==> src/rtl/keypad_scanner.sv <==
// keypad_scanner: scans a 4x5 active-low key matrix, debounces whole scans and
// emits one registered strobe per accepted press (digits 0-9, eight operators).
`timescale 1ns/1ps
module keypad_scanner #(
    parameter int SCAN_DIV       = 1000,
    parameter int DEBOUNCE_SCANS = 4
) (
    input  logic       sys_clk,
    input  logic       rst_n,
    input  logic [4:0] col_in,
    output logic [3:0] row_out,
    output logic [9:0] Input,
    output logic       plus,
    output logic       minus,
    output logic       mul,
    output logic       div,
    output logic       square,
    output logic       equal,
    output logic       ce,
    output logic       ac,
    output logic [4:0] key_code,
    output logic       key_valid
);
    localparam int DW = $clog2(SCAN_DIV);
    localparam int CW = $clog2(DEBOUNCE_SCANS + 1);
    typedef enum logic [1:0] {IDLE, DEBOUNCE, HELD, RELEASE} state_t;
    logic [4:0]    col_m, col_s;
    logic [DW-1:0] div_cnt;
    logic [1:0]    row;
    logic [19:0]   raw, raw_d;
    logic          sample, scan_end;
    logic [4:0]    ones, cand;
    logic          cand_ok;
    state_t        state, state_n;
    logic [CW-1:0] cnt, cnt_n, cnt_inc;
    logic [4:0]    code, code_n;
    logic          fire;
    logic [17:0]   strobe, strobe_d;

    assign sample   = div_cnt == DW'(SCAN_DIV - 1);
    assign scan_end = sample && row == 2'd3;
    assign cnt_inc  = cnt + 1'b1;

    always_ff @(posedge sys_clk or negedge rst_n) begin
        if (!rst_n) begin
            col_m   <= '1;
            col_s   <= '1;
            div_cnt <= '0;
            row     <= '0;
            row_out <= 4'b1110;
            raw     <= '0;
        end else begin
            col_m   <= col_in;
            col_s   <= col_m;
            div_cnt <= sample ? '0 : div_cnt + 1'b1;
            raw     <= raw_d;
            if (sample) begin
                row     <= row + 2'd1;
                row_out <= ~(4'b0001 << (row + 2'd1));
            end
        end
    end

    // The candidate is taken from the vector including the row-3 sample of this very cycle.
    always_comb begin
        raw_d = raw;
        if (sample) raw_d[5*int'(row) +: 5] = ~col_s;
        ones = '0;
        cand = '0;
        for (int i = 0; i < 20; i++) begin
            if (raw_d[i]) begin
                ones = ones + 5'd1;
                cand = 5'(i);
            end
        end
        cand_ok = ones == 5'd1 && cand <= 5'd17;
    end

    always_ff @(posedge sys_clk or negedge rst_n) begin
        if (!rst_n) begin
            state     <= IDLE;
            cnt       <= '0;
            code      <= '0;
            strobe    <= '0;
            key_valid <= 1'b0;
            key_code  <= '0;
        end else begin
            state     <= state_n;
            cnt       <= cnt_n;
            code      <= code_n;
            strobe    <= strobe_d;
            key_valid <= fire;
            if (fire) key_code <= code;
        end
    end

    always_comb begin
        state_n = state;
        cnt_n   = cnt;
        code_n  = code;
        fire    = 1'b0;
        if (scan_end) begin
            case (state)
                IDLE: if (cand_ok) begin
                    state_n = DEBOUNCE;
                    cnt_n   = CW'(1);
                    code_n  = cand;
                end
                DEBOUNCE: if (!cand_ok) state_n = IDLE;
                    else if (cand != code) begin
                        cnt_n  = CW'(1);
                        code_n = cand;
                    end else begin
                        cnt_n = cnt_inc;
                        if (cnt_inc == CW'(DEBOUNCE_SCANS)) begin
                            state_n = HELD;
                            fire    = 1'b1;
                        end
                    end
                HELD: if (!cand_ok) begin
                    state_n = RELEASE;
                    cnt_n   = CW'(1);
                end
                RELEASE: if (cand_ok) state_n = HELD;
                    else begin
                        cnt_n = cnt_inc;
                        if (cnt_inc == CW'(DEBOUNCE_SCANS)) state_n = IDLE;
                    end
                default: state_n = IDLE;
            endcase
        end
    end

    assign strobe_d = fire ? 18'(1) << code : '0;
    assign Input    = strobe[9:0];
    assign plus     = strobe[10];
    assign minus    = strobe[11];
    assign mul      = strobe[12];
    assign div      = strobe[13];
    assign square   = strobe[14];
    assign equal    = strobe[15];
    assign ce       = strobe[16];
    assign ac       = strobe[17];
endmodule

==> config.mk <==
export PLATFORM = sky130hd
export DESIGN_NAME = keypad_scanner
export DESIGN_NICKNAME = d
export VERILOG_FILES = /design/src/rtl/keypad_scanner.sv
export SDC_FILE = /design/constraint.sdc
export NUM_CORES = 1
export LEC_CHECK = 0
export BUFFER_PORTS_ARGS = -buffer_cell sky130_fd_sc_hd__clkbuf_2
export CAP_MARGIN = 20
export CORE_UTILIZATION = 35
export DETAILED_ROUTE_END_ITERATION = 8
export HOLD_SLACK_MARGIN = 0.06
export SYNTH_ARGS = -nofsm -noshare
export SYNTH_HDL_FRONTEND = slang
export SYNTH_SLANG_ARGS = --single-unit
export TNS_END_PERCENT = 20
==> constraint.sdc <==
create_clock -name sys_clk -period 15.7 [get_ports sys_clk]
set_input_delay 0.785 -clock sys_clk [delete_from_list [all_inputs] [get_ports sys_clk]]
set_output_delay 0.785 -clock sys_clk [all_outputs]
set_load 0.005 [all_outputs]
== Word level (Yosys, flattened, before mapping) ==
Index checks and enable logic that the tools add are counted.

* Add/subtract/negate cells: 23
* Multipliers: 1
* $lt $le $gt $ge: 1
* Equal/unequal tests: 16
* Shift-type cells: 4
* Muxes and demuxes: 66
* Bitwise logic cells: 2
* Reductions and logical operators: 7

{| class="wikitable"
|+ Operators by type and width
! kind !! number
|-
| $mux W5 || 40
|-
| $add A5 B1 Y5 const B || 19
|-
| $neg A5 Y33 || 1
|-
| $shift A5 B33 Y20 const A || 1
|-
| $shiftx A5 B33 Y20 || 1
|-
| $bwmux W20 || 1
|-
| $mux W20 || 1
|-
| $mux W18 || 1
|-
| $shl A1 B5 Y18 const A || 1
|-
| $mux W3 || 5
|-
| $mux W2 || 7
|-
| $pmux W3 S4 || 1
|-
| $add A10 B1 Y10 const B || 1
|-
| $eq A10 B10 Y1 const B || 1
|-
| $mux W10 || 1
|-
| $ne A2 B2 Y1 const B || 5
|-
| $pmux W5 S2 || 1
|-
| $reduce_and A5 Y1 || 2
|-
| $ne A3 B3 Y1 const B || 3
|-
| $pmux W2 S4 || 1
|-
| $mux W1 || 7
|-
| $eq A2 B2 Y1 const B || 3
|-
| $reduce_and A6 Y1 || 1
|-
| $eq A5 B1 Y1 const B || 1
|-
| other kinds (13) || 14
|}

* Register bits: 80
* Input bits: 7
* Output and inout port bits: 28
* Logic and storage cells: 132

== Longest topological paths before layout ==
* Depth after elaboration: 50
* Depth in mapped cells: 68
* Depth with buffers taken out: 65

== Worst setup path before layout ==
No wires, ideal clock.

* Kind: register -> register
* From: register div_cnt[0]
* To: register code[2]
* Setup time: 0.125 ns
* Arrival: 13.279 ns
* Data required time: 15.575 ns
* Setup slack: 2.297 ns
* Stages on the path, launching flop included: 68
* Buffers on the path: 3
* Period minus slack after synthesis: 13.403 ns
* Cell sequence: dfrtp_1 -> ha_1 -> nand4b_2 -> buf_2 -> nor3_1 -> clkbuf_1 -> nand2_1 -> nor4_1 -> a21oi_1 -> ha_1 -> or3_1 -> and2_1 -> clkbuf_1 -> ha_1 -> a21bo_2 -> o31ai_1 -> ha_1 -> mux2_2 -> [32 not listed] -> a31oi_1 -> ha_1 -> and2_1 -> or2_2 -> ha_1 -> mux2_2 -> ha_1 -> xor2_1 -> nor2_1 -> a211oi_1 -> a21oi_1 -> o41ai_1 -> o21ai_1 -> and3_1 -> or4_1 -> or2_2 -> nor3_1 -> mux2_2

* Longest elaborated chain between the ends: 45
* Elaborated cells between the ends (all ways): 73
* Classes of those cells: add/sub (19); order compare (1); eq/ne (6); mux (44); reduce/logical (3)

{| class="wikitable"
|+ Ends and longest elaborated chain
! what !! RTL line !! text
|-
| start: declaration || 28 || <nowiki>logic [DW-1:0] div_cnt;</nowiki>
|-
| start signal: assignment || 55 || <nowiki>div_cnt <= sample ? '0 : div_cnt + 1'b1;</nowiki>
|-
| $eq A10 B10 Y1 (*) || 40 || <nowiki>assign sample = div_cnt == DW'(SCAN_DIV - 1);</nowiki>
|-
| $mux W20 || 67 || <nowiki>if (sample) raw_d[5*int'(row) +: 5] = ~col_s;</nowiki>
|-
| $mux W1 || 71 || <nowiki>if (raw_d[i]) begin</nowiki>
|-
| $add A5 B1 Y5 || 72 || <nowiki>ones = ones + 5'd1;</nowiki>
|-
| $mux W5 || 71 ||
|-
| $add A5 B1 Y5 || 72 ||
|-
| $mux W5 || 71 ||
|-
| $add A5 B1 Y5 || 72 ||
|-
| [29 not listed] || -- ||
|-
| $add A5 B1 Y5 || 72 ||
|-
| $mux W5 || 71 ||
|-
| $add A5 B1 Y5 || 72 ||
|-
| $mux W5 || 71 ||
|-
| $eq A5 B1 Y1 || 76 || <nowiki>cand_ok = ones == 5'd1 && cand <= 5'd17;</nowiki>
|-
| $logic_and A1 B1 Y1 || 76 ||
|-
| $ne A2 B2 Y1 (no source line) || -- ||
|-
| $reduce_and A5 Y1 (no source line) || -- ||
|-
| end signal: assignment || 90 || <nowiki>code <= code_n;</nowiki>
|-
| end: declaration || 36 || <nowiki>logic [4:0] code, code_n;</nowiki>
|}

Every way passes the cells marked *; elsewhere a longest branch is shown, timed or not. The select of a mux whose other input is x is not followed.
A chain may end at the register's enable or synchronous reset.

== Worst setup path in the final report ==
Ends and elaborated chain as after synthesis.

==> reports/results.ini <==
[setup_path]
cpMaxStageDelayCell=or4_1
critical_path.most_common_cell=ha_1
cp.required_ns=15.91
end_kind=register
worstPathArrival_ns=14.70
crit_path_max_fanout=16
startpoint_type=register
critical-path-max-stage-delay_ns=0.62
criticalPathCategory=reg -> reg

[finish]
multiInputGateArea_um2=3450
syn_to_final_growth_pct=11.9
fillers=1543
seq_area_um2=2020
n_antenna_cell=0
nNetsFinal=671
final_core_util_pct=40.0
drive_gt1_share_pct=16.7

[power]
vdd_drop_max_uv=54.5
p_switching_mw=0.0898
pwr-share-comb_pct=1.2
swShare_pct=21.2
p_leak_nw=2.96
p_clk_share_pct=49.2
cellPowerDensity_nw_per_um2=67.1
p_int_mw=0.334
pwr-share-seq_pct=49.5

[clocking]
cts_sinks=80
post_cts_resized=0
cts_tree=yes
htree_levels=3
worstSkewPairLatency_ns=0.33
clockRootBuffer=clkbuf_16
clk_pin_slew_ns=0.06
postCtsSetupRepairBufs=0
cts_made_buffers=9
ctsHoldBuffers=0
clockBufferDepth=2

[place]
place_congestion=0.825
port_buffers=34
hpwl_mm=9.29

[logic_synthesis]
synth_fp_nets=647
ys.flop_type=dfrtp_1
avgSynthCellArea_um2=9.18
synth_cell_types=73
synth_cells=616
synth-seq-cells=80
netlist_area_um2=5650
yosysSeqAreaShare_pct=35.7
ys_warn_count=0
synth-edff-count=0
async_reset_ff_share_pct=100

[hold_path]
min_path_type=reg -> reg

[run_status]
status=finished clean

[sta]
finalHoldViolCount=0
tns_ns=0
worst_pin_slew_ns=0.965
period_share_pct=92.3
maxSlewViolCount=0
fin_skew_ns=0.00802
fmax_mhz=69.0
setup_viol=0
rsz0062_at_grt=no
finalCriticalPeriod_ns=14.50
slew_headroom_pct=35.7

[floorplanning]
core_um2=15800
die_area_um2=16700
die_h_um=129
start_util_pct=35.7
num_io_pins=35
std_cell_rows=46
die_x_um=129

[route]
routedWlPerCell_um=14.3
dr.pass1.iters=5
viasPerCell=5.15
drt_iter0_drc=283
antenna_left=0
routed-via-count=4436
drcViolationCount=0
wl_mm=12.3

[global_route]
grt_pass1_wl_mm=20.5
track_usage_pct=15.1
grt_max_degree=81
grt-ovfl-total=0
grt_pass1_vias=4195
antenna_found_initial=0

[job]
maxCapViolations=0

-- sequential cells by signal, indices dropped and copies added (netlist names), named ones only --
name / cells
strobe: 18
key_code: 5
col_s: 5
raw: 20
cnt: 3
code: 5
row: 2
key_valid: 1
col_m: 5
state: 1
div_cnt: 10
row_out: 4
-- cells by family (layout without fill, tap and decap cells) --
family	count (synthesis)	after routing	synth area share, %
AND/OR/NAND/NOR	242	242	21.7
AO/OA/AOI/OAI	128	128	15.3
flip-flops	80	80	35.7
XOR/XNOR	71	71	14.4
buffers and inverters	48	77	3.28
adder cells (fa/ha/maj)	24	24	5.31
multiplexers	23	23	4.34
-- Yosys cell counts, types with 12 or more instances --
cell       n  area, um2
clkbuf_1  19       71.3
o21ai_0   26        130
nand3_1   16       80.1
nand4_1   12       75.1
inv_1     17       63.8
xnor2_1   33        289
xor2_1    21        184
dfrtp_1   67       1680
nand2_1   63        236
ha_1      24        300
dfstp_2   13        342
a21oi_1   32        160
nor3_1    16       80.1
nor2_1    62        233
-- layout by cell type, fill, tap and decap left out, types with 7 or more instances in the layout --
cell type and count:
and2_1 10, nor4_1 8, nand3_1 16, nand2b_1 7, clkbuf_2 33, inv_1 17
xnor2_1 33, o31a_1 8, nor2_1 62, a21oi_1 32, dfrtp_1 67, mux2_2 11
o21ai_0 26, a31oi_1 7, nor2b_1 7, mux2i_1 11, and3_1 7, clkbuf_16 9
nand4_1 12, ha_1 24, or3_1 7, dfstp_2 13, xor2_1 21, nor3_1 16
o211ai_1 7, nand2_1 63
-- metrics by stage --
stage / std cells / setup WS, ns / total power [mW] / instance area, um2 / hold WS (ns)
detailed placement: 845 / 1.29 / 0.219 / 6020 / 0.349
global placement: 845 / 1.67 / 0.219 / 6020 / 0.349
finish: 861 / 1.20 / 0.424 / 6320 / 0.356
CTS: 861 / 1.26 / 0.429 / 6320 / 0.358
global route: 861 / 0.0614 / 0.440 / 6320 / 0.363
floorplan: 616 / 2.30 / 0.214 / 5650 / 0.345
-- layer usage --
metal / track usage, % / part of all wire (%) / up-vias
met1: 21.2 / 50 / 2123
met5: 0 / 0 / -
met4: 3.04 / 0.71 / 0
met2: 24.9 / 48 / 60
li1: - / - / 2245
met3: 1.82 / 2.0 / 8
-- worst max-delay path, delay by kind of cell (launching register included) --
kind	cells	cell delay (ns)
mux	3	0.99
simple gates	28	5.16
fa+ha+maj	17	5.01
xor+xnor	1	0.30
compound gates	14	2.21
flops	1	0.39
buf+inv	2	0.33
-- cell type report --
| class | instances | area share (%) |
|---|---|---|
| Clock buffer | 9 | 3.56 |
| Clock inverter | 7 | 1.25 |
| Inverter | 25 | 1.48 |
| Multi-Input combinational cell | 488 | 54.6 |
| Sequential cell | 80 | 31.9 |
| Tap cell | 216 | 4.27 |
| Timing Repair Buffer | 36 | 2.97 |
-- power by group through the flow --
stage | Clock (mW) | Sequential (mW) | Combinational [mW]
floorplan | 0 | 0.213 | 0.000674
global placement | 0 | 0.214 | 0.00547
detailed placement | 0 | 0.214 | 0.00559
CTS | 0.213 | 0.210 | 0.00561
global route | 0.223 | 0.210 | 0.00620
finish | 0.209 | 0.210 | 0.00527
-- worst paths after layout --
path | from | to | slack [ns] | cells past startpoint
hold / removal | col_m[4] | col_s[4] | 0.36 | 0
setup / recovery | div_cnt[0] | code[2] | 1.20 | 65
hold reg to reg | col_m[4] | col_s[4] | 0.36 | 0
setup reg to reg | div_cnt[0] | code[2] | 1.20 | 65
max in group asynchronous | rst_n | raw[17] | 14.47 | 1
min in group asynchronous | rst_n | strobe[6] | 0.61 | 1
Power figures use the tool's default switching activity.
